==> src/rtl/fetch_stage_pkg.sv <==
// Shared ISA field positions and opcode constants for the fetch stage and the
// control decoder.
package fetch_stage_pkg;

    localparam int INSN_W     = 32;
    localparam int OPCODE_MSB = 31;
    localparam int OPCODE_LSB = 27;
    localparam int FUNC_MSB   = 6;
    localparam int FUNC_LSB   = 2;

    typedef enum logic [4:0] {
        OP_RTYPE = 5'b00000,
        OP_ADDI  = 5'b00101,
        OP_SW    = 5'b00111,
        OP_LW    = 5'b01000
    } opcode_t;

endpackage

==> src/rtl/fetch_buffer.sv <==
// Two-entry skid FIFO of {instruction, fetch PC}; entry 0 is always the head.
module fetch_buffer
    import fetch_stage_pkg::*;
#(
    parameter int PC_W   = 12,
    parameter int INSN_W = fetch_stage_pkg::INSN_W
) (
    input  logic              clock,
    input  logic              reset_n,
    input  logic              push,
    input  logic [INSN_W-1:0] push_insn,
    input  logic [PC_W-1:0]   push_pc,
    input  logic              pop,
    input  logic              flush,
    output logic [INSN_W-1:0] head_insn,
    output logic [PC_W-1:0]   head_pc,
    output logic [1:0]        count
);

    logic [INSN_W-1:0] insn0, insn1;
    logic [PC_W-1:0]   pc0, pc1;

    // Flush only drops the occupancy; stale entry contents are hidden by count.
    always_ff @(posedge clock) begin
        if (!reset_n) begin
            count <= 2'd0;
            insn0 <= '0;
            insn1 <= '0;
            pc0   <= '0;
            pc1   <= '0;
        end else if (flush) begin
            count <= 2'd0;
        end else begin
            case ({push, pop})
                2'b10: begin
                    if (count == 2'd0) begin
                        insn0 <= push_insn;
                        pc0   <= push_pc;
                    end else begin
                        insn1 <= push_insn;
                        pc1   <= push_pc;
                    end
                    count <= count + 2'd1;
                end
                2'b01: begin
                    insn0 <= insn1;
                    pc0   <= pc1;
                    count <= count - 2'd1;
                end
                2'b11: begin
                    if (count == 2'd2) begin
                        insn0 <= insn1;
                        pc0   <= pc1;
                        insn1 <= push_insn;
                        pc1   <= push_pc;
                    end else begin
                        insn0 <= push_insn;
                        pc0   <= push_pc;
                    end
                end
                default: ;
            endcase
        end
    end

    assign head_insn = insn0;
    assign head_pc   = pc0;

endmodule

==> src/rtl/fetch_stage.sv <==
// Instruction fetch: owns the PC, issues ROM reads, and hands buffered
// instructions to decode over a valid/ready handshake.
module fetch_stage
    import fetch_stage_pkg::*;
#(
    parameter int PC_W   = 12,
    parameter int INSN_W = fetch_stage_pkg::INSN_W
) (
    input  logic              clock,
    input  logic              reset_n,
    output logic              imem_req,
    output logic [PC_W-1:0]   imem_addr,
    input  logic [INSN_W-1:0] imem_rdata,
    input  logic              redirect,
    input  logic [PC_W-1:0]   redirect_pc,
    output logic              insn_valid,
    input  logic              insn_ready,
    output logic [INSN_W-1:0] insn,
    output logic [PC_W-1:0]   insn_pc,
    output logic [4:0]        opcode,
    output logic [4:0]        func
);

    logic [PC_W-1:0] pc;
    logic [PC_W-1:0] req_pc;
    logic            inflight;
    logic [1:0]      count;
    logic            pop;
    logic            issue;
    logic [2:0]      occupancy;

    // A redirect cancels the pop so the head it would have consumed is simply discarded.
    assign insn_valid = (count != 2'd0);
    assign pop        = insn_valid & insn_ready & ~redirect;
    assign occupancy  = {1'b0, count} + {2'b00, inflight};
    assign issue      = reset_n & ~redirect & (occupancy < (3'd2 + {2'b00, pop}));

    assign imem_req  = issue;
    assign imem_addr = pc;

    always_ff @(posedge clock) begin
        if (!reset_n) begin
            pc       <= '0;
            req_pc   <= '0;
            inflight <= 1'b0;
        end else if (redirect) begin
            pc       <= redirect_pc;
            inflight <= 1'b0;
        end else begin
            inflight <= issue;
            if (issue) begin
                pc     <= pc + 1'b1;
                req_pc <= pc;
            end
        end
    end

    fetch_buffer #(
        .PC_W   (PC_W),
        .INSN_W (INSN_W)
    ) u_buffer (
        .clock     (clock),
        .reset_n   (reset_n),
        .push      (inflight),
        .push_insn (imem_rdata),
        .push_pc   (req_pc),
        .pop       (pop),
        .flush     (redirect),
        .head_insn (insn),
        .head_pc   (insn_pc),
        .count     (count)
    );

    assign opcode = insn[OPCODE_MSB:OPCODE_LSB];
    assign func   = insn[FUNC_MSB:FUNC_LSB];

endmodule

==> config.mk <==
export PLATFORM = sky130hd
export DESIGN_NAME = fetch_stage
export DESIGN_NICKNAME = d
export VERILOG_FILES = /design/src/rtl/fetch_stage_pkg.sv /design/src/rtl/fetch_buffer.sv /design/src/rtl/fetch_stage.sv
export SDC_FILE = /design/constraint.sdc
export NUM_CORES = 1
export LEC_CHECK = 0
export CELL_PAD_IN_SITES_DETAIL_PLACEMENT = 0
export CELL_PAD_IN_SITES_GLOBAL_PLACEMENT = 1
export CORE_UTILIZATION = 42
export DETAILED_ROUTE_END_ITERATION = 8
export PLACE_DENSITY = 0.95
export SYNTH_ARGS = -nofsm -noshare
export SYNTH_HDL_FRONTEND = slang
export SYNTH_HIERARCHICAL = 1
export SYNTH_SLANG_ARGS = --single-unit
==> constraint.sdc <==
create_clock -name clock -period 3.49 [get_ports clock]
set_input_delay 0.349 -clock clock [delete_from_list [all_inputs] [get_ports clock]]
set_output_delay 0.349 -clock clock [all_outputs]
set_load 0.03 [all_outputs]
; ---- Word level (Yosys, flattened, before mapping)
; Cells that the tools add are included.
[word_totals]
output_inout_bits = 68
ff_bits = 115
mem_bits_rw = 0
n_memories = 0
in_bits = 48
mem_bits_ro = 0
latch_bits = 0
[op_classes]
reduce_logical = 10
div_mod_pow = 0
order_cmp = 1
add_sub_neg = 5
muxes = 15
n_mul = 0
bitwise_logic = 6
n_eq_ne = 7
shifts = 0
[op_table]
columns = op, n
row1 = $mux 32, 4
row2 = $pmux 32 s3, 1
row3 = $mux 12, 6
row4 = $pmux 32 s2, 1
row5 = $pmux 12 s3, 1
row6 = $pmux 12 s2, 1
row7 = $add 12x1->12 const B, 1
row8 = $reduce_bool 2->1, 4
row9 = $eq 2x2->1 const B, 3
row10 = $and 1x1->1, 4
row11 = $ne 2x1->1 const B, 2
row12 = $pmux 2 s2, 1
row13 = $reduce_and 4->1, 1
row14 = $add 2x1->3, 1
row15 = $add 2x1->3 const A, 1
row16 = $lt 3x3->1, 1
row17 = $reduce_and 3->1, 1
row18 = $reduce_bool 3->1, 1
row19 = $add 2x1->2 const B, 1
row20 = $eq 2x1->1 const B, 1
row21 = $logic_not 2->1, 1
row22 = $ne 2x2->1 const B, 1
row23 = $not 1->1, 2
row24 = $reduce_and 2->1, 1
row25 = other kinds (2), 2

; ---- Depth between registers and ports, before layout
; Gate-level depths: netlist of the first run.
[depth]
depth_word = 8
depth_mapped = 9
depth_no_buf = 7

; ---- Modules after synthesis
; Netlist of the first run, hierarchy kept.
[modules_own_cells]
columns = mod, instances, area_each_um2, cells_per_inst, seq_area_each_um2
row1 = fetch_buffer, 1, 4605.7, 496, 1801.7
row2 = fetch_stage, 1, 1311.3, 157, 500.5

; ---- Worst setup path before layout of the first run
; OpenSTA, ideal clock, no wires.
[synth_timing]
path_type = register -> output
from = register inflight
to = output port imem_req
n_path_buf = 3
path_stages_with_launch = 8
t_arrival_ns = 1.570
path_slack_ns = 1.571
path_cell_list = dfxtp_1 > ha_1 > ha_1 > o21a_1 > buf_6 > nor2_1 > buf_6 > buf_2
[synth_between]
elab_chain_cells = 3
[synth_rtl]
columns = item, line
row1 = from (decl), fetch_stage.sv:26  ; logic inflight;
row2 = from (signal assigned), fetch_stage.sv:50  ; inflight <= issue;
row3 = $add 2x1->3, fetch_stage.sv:35  ; assign occupancy = {1'b0, count} + {2'b00, inflight};
row4 = $lt 3x3->1, fetch_stage.sv:36  ; assign issue = reset_n & ~redirect & (occupancy < (3'd2 + {2'b00, pop}));
row5 = $and 1x1->1, fetch_stage.sv:36
row6 = to (decl), fetch_stage.sv:11  ; output logic imem_req,
; No other way between the ends.

; ---- Worst setup path in the final report of the first run
[layout_timing]
from = register u_buffer.count[0]
to = output port imem_req
[layout_between]
elab_chain_cells = 6
elab_cells_between_ends = 7
[layout_rtl]
columns = item, line
row1 = from (decl), fetch_buffer.sv:17  ; output logic [1:0] count
row2 = from (signal assigned), fetch_buffer.sv:43  ; count <= count + 2'd1;
row3 = from (signal assigned), fetch_buffer.sv:48  ; count <= count - 2'd1;
row4 = $reduce_bool 2->1, fetch_stage.sv:33  ; assign insn_valid = (count != 2'd0);
row5 = $and 1x1->1 (2 in series), fetch_stage.sv:34  ; assign pop = insn_valid & insn_ready & ~redirect;
row6 = $add 2x1->3, fetch_stage.sv:36
row7 = $lt 3x3->1 *, fetch_stage.sv:36
row8 = $and 1x1->1 *, fetch_stage.sv:36
; Every way passes the cells marked *; elsewhere a longest branch is shown, timed or not.

==> results of run 1 <==
[cells in the mapped netlist (2+ instances only)]
master / number
a21boi_1: 2
a21oi_1: 97
a22oi_1: 2
a311oi_1: 4
a311oi_2: 40
and2_1: 3
buf_2: 39
buf_4: 17
buf_6: 13
clkbuf_1: 20
dfxtp_1: 115
ha_1: 7
inv_1: 5
nand2_1: 32
nand2b_1: 2
nand3_1: 48
nand4_1: 3
nor2_1: 7
nor2b_1: 3
nor3_1: 3
nor4_2: 2
o211ai_1: 45
o21ai_0: 21
o21ai_1: 45
o31ai_1: 44
xnor2_1: 8
[sequential cells by signal, indices dropped and copies added, names as in the netlist]
register	count
u_buffer/head_pc	12
inflight	1
u_buffer/head_insn	32
imem_addr	12
u_buffer/pc1	12
u_buffer/insn1	32
u_buffer/count	2
req_pc	12
[cell families after synthesis]
kind of cell / Yosys count / share of synthesized area
compound gates: 308 / 0.377
simple gates: 117 / 0.108
flops: 115 / 0.389
buf+inv: 96 / 0.0966
xor+xnor: 9 / 0.0133
fa+ha+maj: 7 / 0.0148
mux: 1 / 0.00169
[worst paths after layout]
| check | from | end | cells past startpoint |
|---|---|---|---|
| max | u_buffer/count[0]$_SDFFE_PP0P_ | imem_req | 5 |
| min | u_buffer/pc1[1]$_SDFFE_PN0P_ | u_buffer/pc1[1]$_SDFFE_PN0P_ | 2 |
| max reg2reg | u_buffer/count[0]$_SDFFE_PP0P_ | u_buffer/head_insn[6]$_SDFFE_PN0P_ | 7 |
| min reg2reg | u_buffer/pc1[1]$_SDFFE_PN0P_ | u_buffer/pc1[1]$_SDFFE_PN0P_ | 2 |
[routing by layer]
layer,global-route usage,vias to the layer above
met4,0.0833,0
li1,-,2601
met5,0,-
met1,0.282,2573
met2,0.382,213
met3,0.0467,32
[per-stage QoR]
stage / power, mW / util / area, um^2 / hold WS [ns] / cells
3_3_place_gp: 1.93 / 0.505 / 6990 / 0.452 / 877
6_report: 3.53 / 0.545 / 7540 / 0.470 / 909
4_1_cts: 3.55 / 0.545 / 7540 / 0.469 / 909
3_5_place_dp: 1.94 / 0.505 / 6990 / 0.459 / 877
5_1_grt: 3.65 / 0.545 / 7540 / 0.487 / 909
2_1_floorplan: 1.75 / - / 5920 / 0.442 / 653
[cell type report]
cell class                 instances  share of cell area
clock buffer                      19              0.0587
clock inverter                    13              0.0148
sequential                       115               0.305
tap                              180              0.0299
inverter                           6             0.00315
timing repair buffer             134               0.180
multi-input combinational        442               0.409
[layout by cell type, fill, tap and decap left out, types with 4 or more instances in the layout]
cell	count
buf_4	15
ha_1	7
a311oi_1	4
o21ai_1	45
a311oi_2	40
buf_12	5
nor2_1	6
clkinv_2	5
a21oi_1	97
clkbuf_16	17
o211ai_1	45
o21ai_0	21
clkinvlp_4	7
xnor2_1	8
o31ai_1	44
inv_1	5
dfxtp_1	115
clkdlybuf4s50_1	114
nand3_1	48
nand2_1	32
[where the power goes]
group / switching, mW / internal (mW) / total [mW] / leakage, nW
sequential: 0.0503 / 1.37 / 1.42 / 0.936
combinational: 0.289 / 0.215 / 0.504 / 1.15
clock: 0.620 / 0.990 / 1.61 / 0.253
[worst max-delay path, stage by stage, from the launching register on]
cell and delay [ns]:
dfxtp_1 0.69, ha_1 0.26, ha_1 0.24, o21a_1 0.27, nor2_1 0.44, buf_4 0.25
==> out/metrics.csv, run 1 <==
stage;metric;value;unit
drt;met3 wire len;896;um
global_route;first-pass GRT wire length;26300;um
sta;final hold viol count;0;
clocking;# Post-CTS Setup Buffers;0;
clocking;cts bufs inserted;17;
die;Top Ports;116;
drt;DRC;0;
drt;DR WL/cell;17.6;um
worst_setup_path;Req. time, crit path;3.14;ns
finish;antenna cells;0;
logic_synthesis;number of synthesized flops with an enable pin;0;
place;hpwl dp;10200;um
drt;starting DRC count in detailed routing;511;
logic_synthesis;count of cell types in the netlist;52;
die;DIE AREA;0.0146;mm^2
logic_synthesis;register area share after synthesis;0.389;
drt;routed length on met2;7950;um
worst_setup_path;CP max FO;12;
drt;DR pass1 iterations;6;
logic_synthesis;asr flop ratio synth;0;
logic_synthesis;synthesized cell area;0.00592;mm^2
sta;RSZ-0062 raised after global routing;no;
place;Placement Setup Slack;0.600;ns
clocking;CTS Hold Bufs;0;
finish;register area;0.00230;mm^2
clocking;post-cts sizing count;0;
die;num rows;43;
clocking;clock latency at the later pin of the worst-skew pair;0.41;ns
worst_setup_path;crit path DAT;2.57;ns
drt;Top Layer Used;met4;
die;die width;121;um
place;gp weighted congestion;0.794;
global_route;largest net degree at the start of global routing;46;
logic_synthesis;synthesized netlist cell count;653;
sta;Max Transition Viols Final;0;
global_route;Overall Global Routing Usage;0.226;
sta;minimum clock period;2.91;ns
logic_synthesis;synthesized area per cell;9.06;um^2
clocking;clock buffer depth;2;
logic_synthesis;top cells by area, synth;dfxtp_1 (39%), a311oi_2 (10%), a21oi_1 (8.2%), o211ai_1 (5.7%), o31ai_1 (5.6%);
drt;drt total wl;16000;um
sta;FMAX;343;MHz
clocking;CTS tree;done;
worst_setup_path;flop-to-flop setup slack;0.62;ns
logic_synthesis;#FFs+latches synth;115;
sta;Setup Skew;0.00707;ns
global_route;vias in the first global route;5358;
drt;via count;5419;
finish;layout cells sized above 1;0.152;
hold_path;Hold Path Class;flop to flop;
pwr;VDD IR max;311;uV
worst_setup_path;startpoint types;flop;
clocking;# H-tree levels;4;
sta;Setup Viol. Count Final;0;
die;Starting Density;0.428;
logic_synthesis;top cell type's share of synthesized area;0.389;
finish;multi-input logic area;0.00308;mm^2
clocking;CTS Sinks;115;
die;core box area;0.0138;mm^2
clocking;Root Buffer;clkbuf_16;
logic_synthesis;YS warnings;6;
sta;final worst slack;0.575;ns
drt;wl on met1;6860;um
run;number of max-cap violations;0;
worst_setup_path;CP Capture Type;primary output;
logic_synthesis;syn nets;708;
worst_setup_path;crit path kind;flop to primary output;
logic_synthesis;ys flop type;dfxtp_1;
drt;ANT nets after route;0;
die;die height;121;um
global_route;gr ovfl total;0;
logic_synthesis;largest area contributor in the netlist;dfxtp_1;
drt;vias per cell;5.96;
pwr;Power per Cell Area;468;mW/mm^2
sta;worst slew pin tran;1.15;ns
sta;slew margin rel.;0.234;
finish;fill cell count;1209;
finish;nets@finish;771;
global_route;initial antenna violation count;0;
place;port bufs;115;
sta;crit share post-route;0.835;
finish;synth-to-layout area growth;27.4;%
run_status;status;finished, final reports clean;
clocking;Reg clk slew, reported paths;0.05;ns
sta;setup TNS;0;ns
pwr;P_leak;2.34;nW
Power figures use the tool's default switching activity.
==> inputs of run 2 (changes only) <==
- CORE_UTILIZATION: 42 -> 39
- PLACE_DENSITY: 0.95 -> 0.9
- clock period: 3.49 -> 2.9 ns (I/O delays scaled with it)
==> run 2 against run 1 <==
  * The flow now finishes with violations (design-rule violations)
  * Critical path depth is 2 higher
  * Die area rose by 7.6%
  * First-iteration DRC count up 29%
  * Via count up 1.3%
  * Non-clock buffer count increased by 2
  * Largest power group unchanged
==> out/metrics.csv, run 2 (synthesized netlist as in run 1, its figures left out) <==
stage;metric;value;unit;change
finish;layout cells sized above 1;0.157;;+0.00506
global_route;first-pass GRT wire length;27800;um;+5.8%
clocking;CTS Hold Bufs;0;;unchanged
clocking;Reg clk slew, reported paths;0.05;ns;about the same
finish;most frequent cells in the layout;dfxtp_1 (115), clkdlybuf4s50_1 (114), a21oi_1 (97), nand3_1 (48);;
run_status;violated checks;design-rule violations;;
global_route;Overall Global Routing Usage;0.219;;-0.00705
die;DIE AREA;0.0157;mm^2;+7.6%
die;die width;125;um;+3.7%
drt;vias per cell;6.00;;+0.61%
sta;Max Transition Viols Final;0;;unchanged
drt;drt total wl;16900;um;+5.6%
finish;nets@finish;773;;+0.26%
place;gp weighted congestion;0.805;;+1.3%
die;core box area;0.0146;mm^2;+5.9%
place;hpwl dp;10300;um;+0.83%
finish;antenna cells;0;;unchanged
sta;slew margin rel.;0.223;;-0.0110
global_route;initial antenna violation count;0;;unchanged
place;Placement Setup Slack;0.200;ns;-0.400 ns
global_route;vias in the first global route;5443;;+1.6%
pwr;Switching Fraction;0.263;;-0.00834
pwr;Clock Power Share;0.467;;+0.011
global_route;gr ovfl total;0;;unchanged
drt;DRC;16;;+16
clocking;clock buffer depth;2;;unchanged
sta;RSZ-0062 raised after global routing;no;;
clocking;clock latency at the later pin of the worst-skew pair;0.42;ns;about the same
pwr;Power per Cell Area;571;mW/mm^2;+22%
clocking;Root Buffer;clkbuf_16;;
worst_setup_path;CP max FO;9;;-3
drt;starting DRC count in detailed routing;659;;+29%
sta;Setup Viol. Count Final;0;;unchanged
finish;most common cell after layout, fill and taps aside;dfxtp_1;;
sta;Setup Skew;0.00563;ns;-0.00144 ns
sta;minimum clock period;2.68;ns;
pwr;Reg power frac;0.393;;-0.008
clocking;post-cts sizing count;0;;unchanged
die;die height;125;um;+3.7%
hold_path;Hold Path Class;flop to flop;;
clocking;CTS tree;done;;
finish;Layout Cell Area excl Fill;0.00759;mm^2;+0.73%
die;num rows;44;;+2.3%
drt;ANT nets after route;0;;unchanged
drt;DR pass1 iterations;9;;+3
run;number of max-cap violations;0;;unchanged
clocking;# H-tree levels;4;;unchanged
pwr;VDD IR max;407;uV;+31%
sta;FMAX;373;MHz;
pwr;P_leak;2.39;nW;+1.9%
die;Starting Density;0.404;;-0.0239
worst_setup_path;crit path kind;flop to primary output;;
sta;final hold viol count;0;;unchanged
sta;crit share post-route;0.923;;
clocking;CTS Sinks;115;;unchanged
pwr;switching power;1.14;mW;+19%
worst_setup_path;CP Capture Type;primary output;;
worst_setup_path;flop-to-flop setup slack;0.28;ns;-0.34 ns
run_status;status;finished with violations;;
pwr;Int Pwr;3.20;mW;+24%
clocking;# Post-CTS Setup Buffers;0;;unchanged
global_route;largest net degree at the start of global routing;89;;+93%
place;port bufs;115;;unchanged
worst_setup_path;Req. time, crit path;2.61;ns;-0.53 ns
worst_setup_path;startpoint types;flop;;
clocking;cts bufs inserted;17;;unchanged
finish;synth-to-layout area growth;28.4;%;
drt;DR WL/cell;18.4;um;+4.9%
sta;setup TNS;0;ns;unchanged
sta;final worst slack;0.222;ns;-0.353 ns
drt;via count;5488;;+1.3%
worst_setup_path;crit path DAT;2.39;ns;-0.18 ns
sta;worst slew pin tran;1.16;ns;+0.0164 ns
place;placed cell area;0.00702;mm^2;+0.56%
die;Top Ports;116;;unchanged
pwr;Logic pwr share;0.141;;-0.002
-- run 2: per-layer routing --
| layer | global-route usage | routed length (um) |
|---|---|---|
| met1 | 0.272 | 7050 |
| met2 | 0.360 | 8170 |
| met3 | 0.0582 | 1270 |
| met4 | 0.0868 | 368 |
| met5 | 0 | 0 |
-- run 2: cell type report --
type | instances | area [um^2]
fillers | 1320 | 7050
multi-input cells | 442 | 3090
flip-flops and latches | 115 | 2300
repair buffers | 136 | 1380
clock buffers | 21 | 460
well taps | 184 | 230
clock inverters | 11 | 110
inverters | 6 | 23.8
-- run 2: metrics by stage --
| stage | util | std cells | total power [mW] | hold slack [ns] |
|---|---|---|---|---|
| 3_3_place_gp | 0.480 | 883 | 2.33 | 0.451 |
| 6_report | 0.519 | 915 | 4.34 | 0.469 |
| 4_1_cts | 0.519 | 915 | 4.36 | 0.468 |
| 2_1_floorplan | - | 653 | 2.10 | 0.442 |
| 3_5_place_dp | 0.480 | 883 | 2.34 | 0.461 |
| 5_1_grt | 0.519 | 915 | 4.48 | 0.485 |
-- run 2: final timing paths --
| check | start | end | cells past startpoint |
|---|---|---|---|
| setup reg to reg | u_buffer/count[1]$_SDFFE_PP0P_ | u_buffer/insn1[31]$_SDFFE_PN0P_ | 7 |
| hold / removal | u_buffer/insn1[18]$_SDFFE_PN0P_ | u_buffer/insn1[18]$_SDFFE_PN0P_ | 2 |
| hold reg to reg | u_buffer/insn1[18]$_SDFFE_PN0P_ | u_buffer/insn1[18]$_SDFFE_PN0P_ | 2 |
| setup / recovery | u_buffer/count[0]$_SDFFE_PP0P_ | imem_req | 7 |
-- run 2: critical path: stages, from the launching register on --
cell and delay, ns:
dfxtp_1 0.33, buf_4 0.20, ha_1 0.20, ha_1 0.20, and2b_1 0.25, nand2_2 0.12, nor2_1 0.41, buf_4 0.26
-- run 2: power groups by stage --
stage | Clock (mW) | Combinational, mW | Sequential (mW)
CTS | 2.05 | 0.611 | 1.70
global route | 2.12 | 0.649 | 1.71
finish | 2.03 | 0.611 | 1.70
detailed placement | 0 | 0.608 | 1.74
global placement | 0 | 0.598 | 1.73
floorplan | 0 | 0.286 | 1.81
==> inputs of run 3 (changes only) <==
- CORE_ASPECT_RATIO: not set -> 2
==> run 3 against run 2 <==
  * The flow now finishes without violations
  * Power fell by 3.3%
  * First-iteration DRC count shrank 39%
  * Clock skew grew 0.0016 ns
  * Largest power group unchanged
==> out/metrics.csv, run 3 (synthesized netlist as in run 1, its figures left out) <==
stage;metric;value;unit;change
sta;FMAX;369;MHz;-1.2%
hold_path;Hold Path Class;flop to flop;;
finish;Layout Cell Area excl Fill;0.00760;mm^2;+0.12%
die;die height;176;um;+41%
worst_setup_path;CP max FO;18;;+9
place;hpwl dp;11100;um;+7.6%
drt;DR pass1 iterations;6;;-3
drt;via count;5507;;+0.35%
worst_setup_path;CP Capture Type;primary output;;
global_route;largest net degree at the start of global routing;89;;unchanged
clocking;CTS Hold Bufs;0;;unchanged
clocking;Reg clk slew, reported paths;0.05;ns;about the same
finish;most frequent cells in the layout;dfxtp_1 (115), clkdlybuf4s50_1 (114), a21oi_1 (97), nand3_1 (48);;
clocking;cts bufs inserted;17;;unchanged
clocking;# Post-CTS Setup Buffers;0;;unchanged
drt;ANT nets after route;0;;unchanged
sta;Setup Viol. Count Final;0;;unchanged
worst_setup_path;crit path DAT;2.42;ns;+0.03 ns
sta;Setup Skew;0.00721;ns;+0.00158 ns
sta;slew margin rel.;0.231;;+0.00767
place;gp weighted congestion;0.844;;+4.9%
global_route;Overall Global Routing Usage;0.220;;+0.00154
sta;crit share post-route;0.935;;+0.0113
hold_path;hold path startpoint;u_buffer/pc1[0]$_SDFFE_PN0P_;;
sta;worst slew pin tran;1.15;ns;-0.0115 ns
clocking;CTS Sinks;115;;unchanged
pwr;switching power;1.18;mW;+3.0%
sta;setup TNS;0;ns;unchanged
die;num rows;63;;+43%
die;Starting Density;0.399;;-0.00478
sta;final worst slack;0.189;ns;-0.0329 ns
pwr;Switching Fraction;0.281;;+0.0171
global_route;gr ovfl total;0;;unchanged
die;die width;89.1;um;-29%
drt;drt total wl;16900;um;+0.16%
global_route;initial antenna violation count;0;;unchanged
die;core box area;0.0148;mm^2;+1.2%
finish;synth-to-layout area growth;28.5;%;
pwr;Clock Power Share;0.449;;-0.018
finish;most common cell after layout, fill and taps aside;dfxtp_1;;
drt;DR WL/cell;18.2;um;-1.3%
worst_setup_path;Req. time, crit path;2.61;ns;about the same
global_route;first-pass GRT wire length;26800;um;-3.8%
clocking;Root Buffer;clkbuf_16;;
clocking;post-cts sizing count;0;;unchanged
finish;antenna cells;0;;unchanged
worst_setup_path;Reg2Reg Depth;7;;unchanged
pwr;Logic pwr share;0.145;;+0.004
hold_path;Hold Crit Depth;2;;unchanged
pwr;P_leak;2.38;nW;-0.15%
sta;final hold viol count;0;;unchanged
run_status;status;finished, final reports clean;;
pwr;Int Pwr;3.02;mW;-5.5%
global_route;vias in the first global route;5495;;+0.96%
sta;hold slack;0.467;ns;-0.00262 ns
worst_setup_path;r2r startpoint;u_buffer/count[0]$_SDFFE_PP0P_;;
drt;vias per cell;5.93;;-1.2%
worst_setup_path;CP startpoint;u_buffer/count[0]$_SDFFE_PP0P_;;
drt;DRC;0;;-16
place;Placement Setup Slack;0.151;ns;-0.0489 ns
die;Top Ports;116;;unchanged
place;placed cell area;0.00706;mm^2;+0.52%
clocking;# H-tree levels;4;;unchanged
pwr;VDD IR max;409;uV;+0.49%
worst_setup_path;startpoint types;flop;;
worst_setup_path;crit path kind;flop to primary output;;
clocking;clock latency at the later pin of the worst-skew pair;0.41;ns;about the same
clocking;CTS tree;done;;
pwr;Power per Cell Area;552;mW/mm^2;-3.4%
clocking;clock buffer depth;2;;unchanged
die;DIE AREA;0.0157;mm^2;+0.18%
pwr;Reg power frac;0.405;;+0.012
drt;starting DRC count in detailed routing;404;;-39%
sta;minimum clock period;2.71;ns;+0.0329 ns
run;number of max-cap violations;0;;unchanged
finish;layout cells sized above 1;0.163;;+0.00617
place;port bufs;115;;unchanged
finish;nets@finish;776;;+0.39%
sta;Max Transition Viols Final;0;;unchanged
sta;RSZ-0062 raised after global routing;no;;
run 3: metal layers:
layer / share of wire / global-route usage / up-vias / wire [um]
li1: - / - / 2610 / -
met1: 0.37 / 0.232 / 2619 / 6260
met2: 0.53 / 0.392 / 233 / 8940
met3: 0.063 / 0.0519 / 45 / 1070
met4: 0.037 / 0.117 / 0 / 618
met5: 0 / 0 / - / 0
run 3: per-stage QoR:
step / instances / power (mW) / utilization
3_3_place_gp: 897 / 2.33 / 0.476
2_1_floorplan: 653 / 2.10 / -
3_5_place_dp: 897 / 2.35 / 0.476
6_report: 929 / 4.20 / 0.513
4_1_cts: 929 / 4.23 / 0.513
5_1_grt: 929 / 4.35 / 0.513
run 3: worst max-delay path, cell delays in order, from the launching register on:
cell	delay [ns]
dfxtp_1	0.37
buf_4	0.20
ha_1	0.19
ha_1	0.28
o21a_1	0.44
nor2_1	0.13
buf_4	0.22
buf_4	0.18
run 3: area by class of cell:
class                   count  area, um^2
fillers                  1407        7220
inverters                   6        23.8
repair buffers            139        1400
clock buffers              18         439
multi-input cells         442        3090
clock inverters            14         104
flip-flops and latches    115        2300
well taps                 195         244
run 3: worst paths after layout:
kind                                     end  slack [ns]
max                                 imem_req        0.19
min             u_buffer/pc1[0]$_SDFFE_PN0P_        0.47
max reg2reg  u_buffer/insn1[19]$_SDFFE_PN0P_        0.42
min reg2reg     u_buffer/pc1[0]$_SDFFE_PN0P_        0.47
run 3: power groups by stage:
| stage | sequential, mW | clock, mW | combinational, mW |
|---|---|---|---|
| floorplan | 1.81 | 0 | 0.286 |
| global placement | 1.73 | 0 | 0.602 |
| detailed placement | 1.73 | 0 | 0.612 |
| CTS | 1.70 | 1.92 | 0.614 |
| global route | 1.71 | 1.99 | 0.652 |
| finish | 1.70 | 1.89 | 0.611 |
